--- src/rtl/reaction_pkg.sv ---
// Shared constants for the reaction timer: state codes, BCD limits,
// decimal-point patterns and the LFSR feedback taps.
package reaction_pkg;

  localparam logic [2:0] ST_IDLE   = 3'd0;
  localparam logic [2:0] ST_WAIT   = 3'd1;
  localparam logic [2:0] ST_TIMING = 3'd2;
  localparam logic [2:0] ST_DONE   = 3'd3;
  localparam logic [2:0] ST_EARLY  = 3'd4;
  localparam logic [2:0] ST_TOUT   = 3'd5;

  localparam logic [15:0] BCD_MAX = 16'h9999;

  localparam logic [3:0] DP_OFF    = 4'b0000;
  localparam logic [3:0] DP_NORMAL = 4'b1000;
  localparam logic [3:0] DP_EARLY  = 4'b1111;

  // Fibonacci taps 16,14,13,11 -> bit positions 15,13,12,10
  localparam logic [15:0] LFSR_TAPS = 16'hB400;

endpackage

--- src/rtl/bcd_counter4.sv ---
// Saturating four-digit BCD up-counter holding the round time.
module bcd_counter4
  import reaction_pkg::*;
(
  input  logic        i_clk,
  input  logic        i_reset,
  input  logic        i_clr,
  input  logic        i_inc,
  output logic [15:0] o_bcd,
  output logic        o_max
);

  logic [15:0] bcd_q, bcd_d;
  logic        carry;

  // +1 with decimal carry rippling d0 -> d1 -> d2 -> d3
  always_comb begin
    bcd_d = bcd_q;
    carry = 1'b1;
    for (int i = 0; i < 4; i++) begin
      if (carry) begin
        if (bcd_q[i*4 +: 4] == 4'd9) begin
          bcd_d[i*4 +: 4] = 4'd0;
        end else begin
          bcd_d[i*4 +: 4] = bcd_q[i*4 +: 4] + 4'd1;
          carry = 1'b0;
        end
      end
    end
  end

  // clear wins over increment; holds at 9999 instead of wrapping
  always_ff @(posedge i_clk) begin
    if (i_reset || i_clr) begin
      bcd_q <= '0;
    end else if (i_inc && !o_max) begin
      bcd_q <= bcd_d;
    end
  end

  assign o_max = (bcd_q == BCD_MAX);
  assign o_bcd = bcd_q;

endmodule

--- src/rtl/reaction_timer_multi.sv ---
// Multi-player reaction timer: random pre-stimulus delay, ms timing in BCD,
// first-stop / tie / false-start / timeout detection and best-time tracking.
//
//   state  | meaning
//   IDLE   | after reset, display blank, waiting for start
//   WAIT   | random delay running, stimulus off
//   TIMING | stimulus on, round time counting
//   DONE   | stop seen, time frozen, best time updated
//   EARLY  | stop pressed before the stimulus (false start)
//   TOUT   | nobody stopped before 9.999 s
module reaction_timer_multi
  import reaction_pkg::*;
#(
  parameter int          CLK_FREQ_HZ     = 100_000_000,
  parameter int          N_PLAYERS       = 2,
  parameter int          DELAY_MIN_MS    = 2000,
  parameter int          DELAY_RAND_BITS = 11,
  parameter logic [15:0] LFSR_SEED       = 16'hACE1
) (
  input  logic                 i_clk,
  input  logic                 i_reset,
  input  logic                 i_start,
  input  logic [N_PLAYERS-1:0] i_stop,
  output logic                 o_stimulus,
  output logic [N_PLAYERS-1:0] o_winner,
  output logic [15:0]          o_bcd,
  output logic [3:0]           o_dp,
  output logic [3:0]           o_an_en,
  output logic [15:0]          o_best_bcd,
  output logic                 o_early,
  output logic                 o_timeout,
  output logic [2:0]           o_state
);

  localparam int TICK_DIV = CLK_FREQ_HZ / 1000;
  localparam int PRESC_W  = (TICK_DIV > 1) ? $clog2(TICK_DIV) : 1;
  localparam logic [PRESC_W-1:0] PRESC_LAST = PRESC_W'(TICK_DIV - 1);

  if (TICK_DIV < 1) begin : g_bad_clk
    $error("CLK_FREQ_HZ must be at least 1000");
  end
  if (N_PLAYERS < 1 || N_PLAYERS > 8) begin : g_bad_players
    $error("N_PLAYERS must be 1..8");
  end
  if (DELAY_MIN_MS < 1) begin : g_bad_delay_min
    $error("DELAY_MIN_MS must be at least 1");
  end
  if (DELAY_RAND_BITS < 1 || DELAY_RAND_BITS > 15) begin : g_bad_rand_bits
    $error("DELAY_RAND_BITS must be 1..15");
  end
  if (DELAY_MIN_MS + (2 ** DELAY_RAND_BITS) - 1 > 65535) begin : g_bad_delay_fit
    $error("maximum delay does not fit the 16-bit delay counter");
  end
  if (LFSR_SEED == 16'h0000) begin : g_bad_seed
    $error("LFSR_SEED must be non-zero");
  end

  logic [2:0]           state_q, state_d;
  logic                 start_prev_q, start_re_q;
  logic [N_PLAYERS-1:0] stop_prev_q, stop_re_q;
  logic [15:0]          lfsr_q;
  logic [PRESC_W-1:0]   presc_q;
  logic [15:0]          delay_q, delay_d;
  logic [N_PLAYERS-1:0] winner_q, winner_d;
  logic [15:0]          best_q;

  logic        tick;
  logic        go_wait;
  logic        bcd_clr, bcd_inc, bcd_max;
  logic [15:0] bcd;
  logic [15:0] delay_load;

  assign tick       = (presc_q == PRESC_LAST);
  assign delay_load = 16'(DELAY_MIN_MS) + 16'(lfsr_q[DELAY_RAND_BITS-1:0]);

  bcd_counter4 u_round_time (
    .i_clk   (i_clk),
    .i_reset (i_reset),
    .i_clr   (bcd_clr),
    .i_inc   (bcd_inc),
    .o_bcd   (bcd),
    .o_max   (bcd_max)
  );

  // next-state decode; every way into WAIT shares the same round setup
  always_comb begin
    state_d  = state_q;
    delay_d  = delay_q;
    winner_d = winner_q;
    bcd_clr  = 1'b0;
    bcd_inc  = 1'b0;
    go_wait  = 1'b0;
    case (state_q)
      ST_IDLE: begin
        if (start_re_q) go_wait = 1'b1;
      end
      ST_WAIT: begin
        if (|stop_re_q) begin
          state_d  = ST_EARLY;
          winner_d = stop_re_q;
        end else if (tick) begin
          if (delay_q == 16'd1) state_d = ST_TIMING;
          else                  delay_d = delay_q - 16'd1;
        end
      end
      ST_TIMING: begin
        if (|stop_re_q) begin
          state_d  = ST_DONE;
          winner_d = stop_re_q;
        end else if (tick) begin
          if (bcd_max) state_d = ST_TOUT;
          else         bcd_inc = 1'b1;
        end
      end
      ST_DONE, ST_EARLY, ST_TOUT: begin
        if (start_re_q) go_wait = 1'b1;
      end
      default: state_d = ST_IDLE;
    endcase
    if (go_wait) begin
      state_d  = ST_WAIT;
      delay_d  = delay_load;
      winner_d = '0;
      bcd_clr  = 1'b1;
    end
  end

  // edge detectors, LFSR, prescaler, FSM registers and best time
  always_ff @(posedge i_clk) begin
    if (i_reset) begin
      state_q      <= ST_IDLE;
      start_prev_q <= 1'b0;
      start_re_q   <= 1'b0;
      stop_prev_q  <= '0;
      stop_re_q    <= '0;
      lfsr_q       <= LFSR_SEED;
      presc_q      <= '0;
      delay_q      <= '0;
      winner_q     <= '0;
      best_q       <= BCD_MAX;
    end else begin
      start_prev_q <= i_start;
      start_re_q   <= i_start & ~start_prev_q;
      stop_prev_q  <= i_stop;
      stop_re_q    <= i_stop & ~stop_prev_q;
      lfsr_q       <= {lfsr_q[14:0], ^(lfsr_q & LFSR_TAPS)};
      if ((state_d != state_q) || tick) presc_q <= '0;
      else                              presc_q <= presc_q + PRESC_W'(1);
      state_q  <= state_d;
      delay_q  <= delay_d;
      winner_q <= winner_d;
      if (state_q == ST_DONE && bcd < best_q) best_q <= bcd;
    end
  end

  // decimal points stay dark together with the digits in IDLE/WAIT
  assign o_an_en    = (state_q == ST_IDLE || state_q == ST_WAIT) ? 4'b0000 : 4'b1111;
  assign o_dp       = (state_q == ST_EARLY) ? DP_EARLY :
                      (o_an_en != 4'b0000)  ? DP_NORMAL : DP_OFF;
  assign o_stimulus = (state_q == ST_TIMING);
  assign o_early    = (state_q == ST_EARLY);
  assign o_timeout  = (state_q == ST_TOUT);
  assign o_state    = state_q;
  assign o_winner   = winner_q;
  assign o_bcd      = bcd;
  assign o_best_bcd = best_q;

endmodule

--- config.mk ---
export PLATFORM = sky130hd
export DESIGN_NAME = reaction_timer_multi
export DESIGN_NICKNAME = d
export VERILOG_FILES = /design/src/rtl/reaction_pkg.sv /design/src/rtl/bcd_counter4.sv /design/src/rtl/reaction_timer_multi.sv
export SDC_FILE = /design/constraint.sdc
export NUM_CORES = 1
export LEC_CHECK = 0
export BUFFER_PORTS_ARGS = -buffer_cell sky130_fd_sc_hd__buf_2
export CAP_MARGIN = 20
export CORE_MARGIN = 2
export CORE_UTILIZATION = 50
export DETAILED_ROUTE_END_ITERATION = 7
export PLACE_DENSITY = 0.7
export SLEW_MARGIN = 40
export SYNTH_ARGS = -nofsm -noshare
export SYNTH_HDL_FRONTEND = slang
export SYNTH_SLANG_ARGS = --single-unit
--- constraint.sdc ---
create_clock -name i_clk -period 2.7 [get_ports i_clk]
set_input_delay 0.135 -clock i_clk [delete_from_list [all_inputs] [get_ports i_clk]]
set_output_delay 0.135 -clock i_clk [all_outputs]
set_load 0.1 [all_outputs]
==> After elaboration in Yosys (flattened, before gate mapping) <==
Index checks and enable logic that the tools add are counted.
{ "op_classes": {"n_reduce_logical": 21, "eq_ne": 15, "muxes": 32, "n_addsub": 7, "order_cmp": 1, "bitwise_logic": 4} }
{ "ops": {"columns": ["cell", "count"], "rows": [
  ["two-way mux 16 bit", 5],
  ["two-way mux 4 bit", 7],
  ["two-way mux 3 bit", 7],
  ["adder 17 x 1 -> 17 bit (second input constant)", 1],
  ["equality test 17 bit (second input constant)", 1],
  ["adder 4 x 1 -> 4 bit (second input constant)", 4],
  ["equality test 16 x 1 -> 1 bit (second input constant)", 1],
  ["equality test 16 bit (second input constant)", 1],
  ["equality test 4 bit (second input constant)", 4],
  ["< comparator 16 bit", 1],
  ["parity 16 bit", 1],
  ["subtractor 16 x 1 -> 16 bit (second input constant)", 1],
  ["adder 11 x 11 -> 12 bit (first input constant)", 1],
  ["two-way mux 1 bit", 12],
  ["one-hot mux 3 bit (3 select lines)", 1],
  ["AND reduction 2 bit", 4],
  ["OR reduction 2 bit", 4],
  ["equality test 3 x 2 -> 1 bit (second input constant)", 2],
  ["equality test 3 bit (second input constant)", 2],
  ["!= test 2 bit (second input constant)", 2],
  ["AND reduction 4 bit", 1],
  ["nonzero test 2 bit", 2],
  ["nonzero test 4 bit", 1],
  ["OR reduction 4 bit", 1],
  ["10 further kinds", 13]
]} }
{ "word_totals": {"out_inout_bits": 48, "in_bits": 5, "ff_bits": 92, "word_cells": 94} }

==> Logic depth before layout (Yosys ltp) <==
{ "logic_depth": {"depth_word": 9, "depth_mapped": 9, "ltp_nobuf": 7} }

==> Cells and area by module <==
Synthesis repeated with hierarchy kept, for this count alone.
{ "unflattened": {"cells_unflattened": 556, "area_unflattened_um2": 4755.8} }
{ "modules_own_cells": {"columns": ["module", "cells_each", "seq_area_each_um2", "area_per_inst_um2", "n_inst"], "rows": [
  ["reaction_timer_multi", 453, 1521.5, 3885.0, 1],
  ["bcd_counter4", 103, 320.3, 870.8, 1]
]} }

==> Worst setup path after synthesis <==
OpenSTA, ideal clock, no wires.
{ "synth_timing": {"path_kind": "register to register", "start": "register state_q[1], in the netlist o_state[1]", "end": "register u_round_time.bcd_q[9], in the netlist u_round_time.o_bcd[9]", "t_arrival_ns": 5.010, "setup_slack_ns": -2.383, "setup_time_ns": 0.072, "n_path_buf": 1, "required_time_ns": 2.628, "period_less_slack_ns": 5.083, "stages_incl_launch_ff": 7, "path_cell_list": "dfxtp_1 > buf_4 > nor3b_1 > nand2_1 > nor3_2 > and3_1 > mux2i_1"} }
{ "synth_between": {"word_cells_on_any_way": 12, "classes_between": "eq/ne (4); mux (3); reduce/logical (5)"} }
{ "synth_rtl": {"columns": ["item", "line_no", "source"], "rows": [
  ["from (decl)", "reaction_timer_multi.sv:58", "logic [2:0] state_q, state_d;"],
  ["from (signal assigned)", "reaction_timer_multi.sv:149", "state_q <= state_d;"],
  ["equality test 3 x 2 -> 1 bit", null, null],
  ["named net o_stimulus", "reaction_timer_multi.sv:24", "output logic o_stimulus,"],
  ["two-way mux 1 bit", "reaction_timer_multi.sv:93", "case (state_q)"],
  ["logical AND 1 bit", "bcd_counter4.sv:36", "end else if (i_inc && !o_max) begin"],
  ["AND reduction 2 bit (no source line)", null, null],
  ["to (signal assigned)", "bcd_counter4.sv:35", "bcd_q <= '0;"],
  ["to (signal assigned)", "bcd_counter4.sv:37", "bcd_q <= bcd_d;"],
  ["to (decl)", "bcd_counter4.sv:13", "logic [15:0] bcd_q, bcd_d;"]
]} }
The timed path passes the listed nets, and every way through them passes these cells.
A chain may end at the register's enable or synchronous reset.

==> Worst setup path in the final report <==
{ "layout_timing": {"start": "register u_round_time.bcd_q[13], in the netlist u_round_time.o_bcd[13]", "end": "register best_q[5], in the netlist o_best_bcd[5]"} }
{ "layout_between": {"elab_chain_cells": 2} }
{ "layout_lines": {"columns": ["item", "line_no", "source"], "rows": [
  ["< comparator 16 bit", "reaction_timer_multi.sv:152", "if (state_q == ST_DONE && bcd < best_q) best_q <= bcd;"],
  ["logical AND 1 bit", "reaction_timer_multi.sv:152", null],
  ["to (signal assigned)", "reaction_timer_multi.sv:140", "best_q <= BCD_MAX;"],
  ["to (signal assigned)", "reaction_timer_multi.sv:152", null],
  ["to (decl)", "reaction_timer_multi.sv:65", "logic [15:0] best_q;"]
]} }
Every way passes these cells.

==> reports/summary.txt <==
Die Area: 10500 sq um
CP peak stage delay: 490 ps
Detailed Routing Iterations Pass 1: 5
DRC Markers: 0
critical path, cell by cell: ha_1 > a211oi_1 > nor2_1 > or4b_4 > a311oi_4 > buf_4 > mux2i_1
share of layout cells above drive strength 1: 0.213
Setup violations, final: 0
CP bufs+invs: 1
Net Switching: 0.000686 W
placed cells: 705
switching share of power: 0.263
number of flops mapped to enable cells by yosys: 0
type of the most critical hold path: in -> reg
Slowest cell on crit path: or4b_4
# IOs: 53
P_leak: 2.09 nW
Fillers: 857
synth top area cells: dfxtp_1 38%, ha_1 4.9%, mux2i_1 4.7%, nor2_1 4.6%, nand2_1 3.6%
worst IR drop on VDD: 0.000362 V
post-route setup slack: 341 ps
part of the cycle the worst path needs: 0.874
Final Non-Filler Cells: 721
Critical Path Start Type: register
Synth async-reset ratio: 0
Hold EP: stop_prev_q[0]$_SDFF_PP0_
routed vias/inst: 5.62
vias in the first global route: 3723
Nets: 611
H-tree levels: 3
first-pass GRT wire length: 17300 um
pin count of the biggest net entering global routing: 34
Port Buffers: 52
Crit Path Class: reg -> reg
synthesis-stage register bit count: 92
Post-CTS Setup Bufs: 0
post-synthesis mux area share: 0.0497
Resized Gates After CTS: 0
hold buffers post-CTS: 0
crit path time final: 2360 ps
Placer Congestion: 0.826
CP delay by family, top: simple AND/OR/NAND/NOR gates
final slew viol count: 0
Hold Fails Final Rpt: 0
initial core utilization: 0.521
Hold Crit Start: i_stop[0]
area share of fa/ha/maj cells after synthesis: 0.0489
Slew HR: 0.609
Cell Area, Synth: 4860 sq um
Setup WS pre-CTS: 367 ps
Skew-Pair Late Insertion Delay: 360 ps
Root Driver: clkbuf_8
ANT cells: 0
sequential power share: 0.550
cells after synthesis: 548
worst-path fanout max: 16
Die Span Y: 103 um
Post-synth top cells: 92 x dfxtp_1, 59 x nor2_1, 47 x nand2_1
Top FF cell, synth: dfxtp_1
die extent in x: 103 um
R2R cell count: 7
clk buf depth: 2
drt total wl: 10400 um
Post-Syn Area per Cell: 8.86 sq um
xor and xnor area share after synthesis: 0.0559
initial antenna violation count: 0
placeable core region: 9330 sq um
DRT iter0 DRCs: 191
main combinational cell family by area after synthesis: simple AND/OR/NAND/NOR gates
pwr/cell area: 484 nW/um^2
GRT Residual Overflow: 0
critical path arrival: 2640 ps
worst-margin pin slew: 578 ps
setup tns final: 0 ps
Max Clock Skew: 17.8 ps
synth warn: 0
final hold slack: 21.1 ps
worst reg2reg path startpoint: u_round_time.o_bcd[13]$_SDFFE_PP0P_
Synth area leader: dfxtp_1
Total GRT Usage: 0.206
Fmax: 424 MHz
antenna-violating nets left: 0
Reg clk slew, reported paths: 100 ps
routed len/inst: 14.5 um
Max-cap violations: 0
RSZ-0062 raised after global routing: false
clock sinks: 92
r2r setup slk: 340 ps
num rows: 35
simple-gate share of the synthesized area: 0.298
Yosys cell types: 67
outcome: finished, final reports clean
Pint: 0.00192 W
Clk pwr share: 0.353
combinational power share: 0.097
critical path capture point type: register
total number of vias: 4055
CP Data Required Time: 2980 ps
post-synthesis compound-gate area fraction: 0.104
leading cell type by number of instances after synthesis: dfxtp_1
sequential share of the synthesized area: 0.379
Area growth, synth to finish: 10.9%
hold path cells: 2
FF-to-FF End: o_best_bcd[5]$_SDFFE_PP0P_
Net Count, Synth: 572
CTS buffer count: 9
Final HPWL DP: 7500 um
post-synth top area share: 0.379
CTS tree: done
-- placed cells by master, fill, tap and decap left out, types with 6 or more instances in the layout --
cell      netlist  routed
a211oi_1        6       6
dfxtp_1        92      75
or3_1           8       8
buf_2           3      52
o31ai_1         9       9
nor2b_1        21      21
and3_1          6       6
xor2_1         17      17
nor3_1          8       7
dfxtp_2         0      14
nand3_1        11      11
nor4_1          6       6
and4_1          6       6
nor2_1         59      59
o21ai_0        11      11
a21oi_1        21      21
xnor2_1        14      14
or4_1           9       9
nand4_1        19      19
inv_1          25      25
nand2_1        47      46
or2_2          12      11
ha_1           19      19
clkbuf_8        4      13
buf_4           8       9
mux2i_1        23      23
-- registers in the layout (all words and copies together) (netlist names), 2 cells and up --
register            cells
o_winner                2
lfsr_q                 16
stop_prev_q             2
presc_q                17
o_state                 3
o_best_bcd             16
stop_re_q               2
u_round_time.o_bcd     16
delay_q                16
-- worst max path at each step --
stage                                        startpoint                                  to  slack (ps)  cells after the start
finish              u_round_time.o_bcd[13]$_SDFFE_PP0P_          o_best_bcd[5]$_SDFFE_PP0P_         340                      7
CTS                 u_round_time.o_bcd[13]$_SDFFE_PP0P_          o_best_bcd[5]$_SDFFE_PP0P_         330                      7
global route        u_round_time.o_bcd[13]$_SDFFE_PP0P_          o_best_bcd[1]$_SDFFE_PP0P_         180                      7
detailed placement  u_round_time.o_bcd[13]$_SDFFE_PP0P_          o_best_bcd[5]$_SDFFE_PP0P_         370                      7
global placement    u_round_time.o_bcd[13]$_SDFFE_PP0P_          o_best_bcd[6]$_SDFFE_PP0P_         420                      7
floorplan                         o_state[1]$_SDFF_PP0_  u_round_time.o_bcd[9]$_SDFFE_PP0P_          -5                      6
-- power by group through the flow --
stage	logic [W]	clock network, W	registers [W]
after floorplan	0.000211	0	0.00147
after global routing	0.000279	0.00101	0.00144
final	0.000253	0.000921	0.00144
after detailed placement	0.000252	0	0.00147
after CTS	0.000253	0.000950	0.00144
after global placement	0.000247	0	0.00147
-- kinds of logic (layout without fill, tap and decap cells) --
| kind of cell | count (synthesis) | count (layout) |
|---|---|---|
| and+or+nand+nor | 249 | 249 |
| DFF | 92 | 92 |
| AOI/OAI and AO/OA | 74 | 74 |
| buffers and inverters | 59 | 103 |
| xor gates and xnor gates | 31 | 31 |
| muxes | 24 | 24 |
| adders and majority gates | 19 | 19 |
-- metrics by stage --
step / utilization / area [sq um] / total power, W
finish: 0.578 / 5390 / 0.00261
global route: 0.578 / 5390 / 0.00273
CTS: 0.578 / 5390 / 0.00264
detailed placement: 0.556 / 5190 / 0.00172
global placement: 0.556 / 5190 / 0.00171
floorplan: - / 4910 / 0.00168
-- area by class of cell --
class,count,area [sq um],share of cell area
Multi-Input combinational cell,397,2730,0.507
Sequential cell,92,1870,0.347
Tap cell,129,161,0.0300
Timing Repair Buffer,61,328,0.0608
Clock inverter,2,16.3,0.00302
Inverter,26,97.6,0.0181
Clock buffer,14,183,0.0339
-- layer usage --
metal,global-route usage,part of all wire,up-vias
met2,0.342,0.47,108
met3,0.0380,0.044,17
li1,-,-,2008
met1,0.263,0.47,1922
met5,0,0,-
met4,0.0872,0.020,0
No activity file was read; power rests on OpenSTA's default activity.
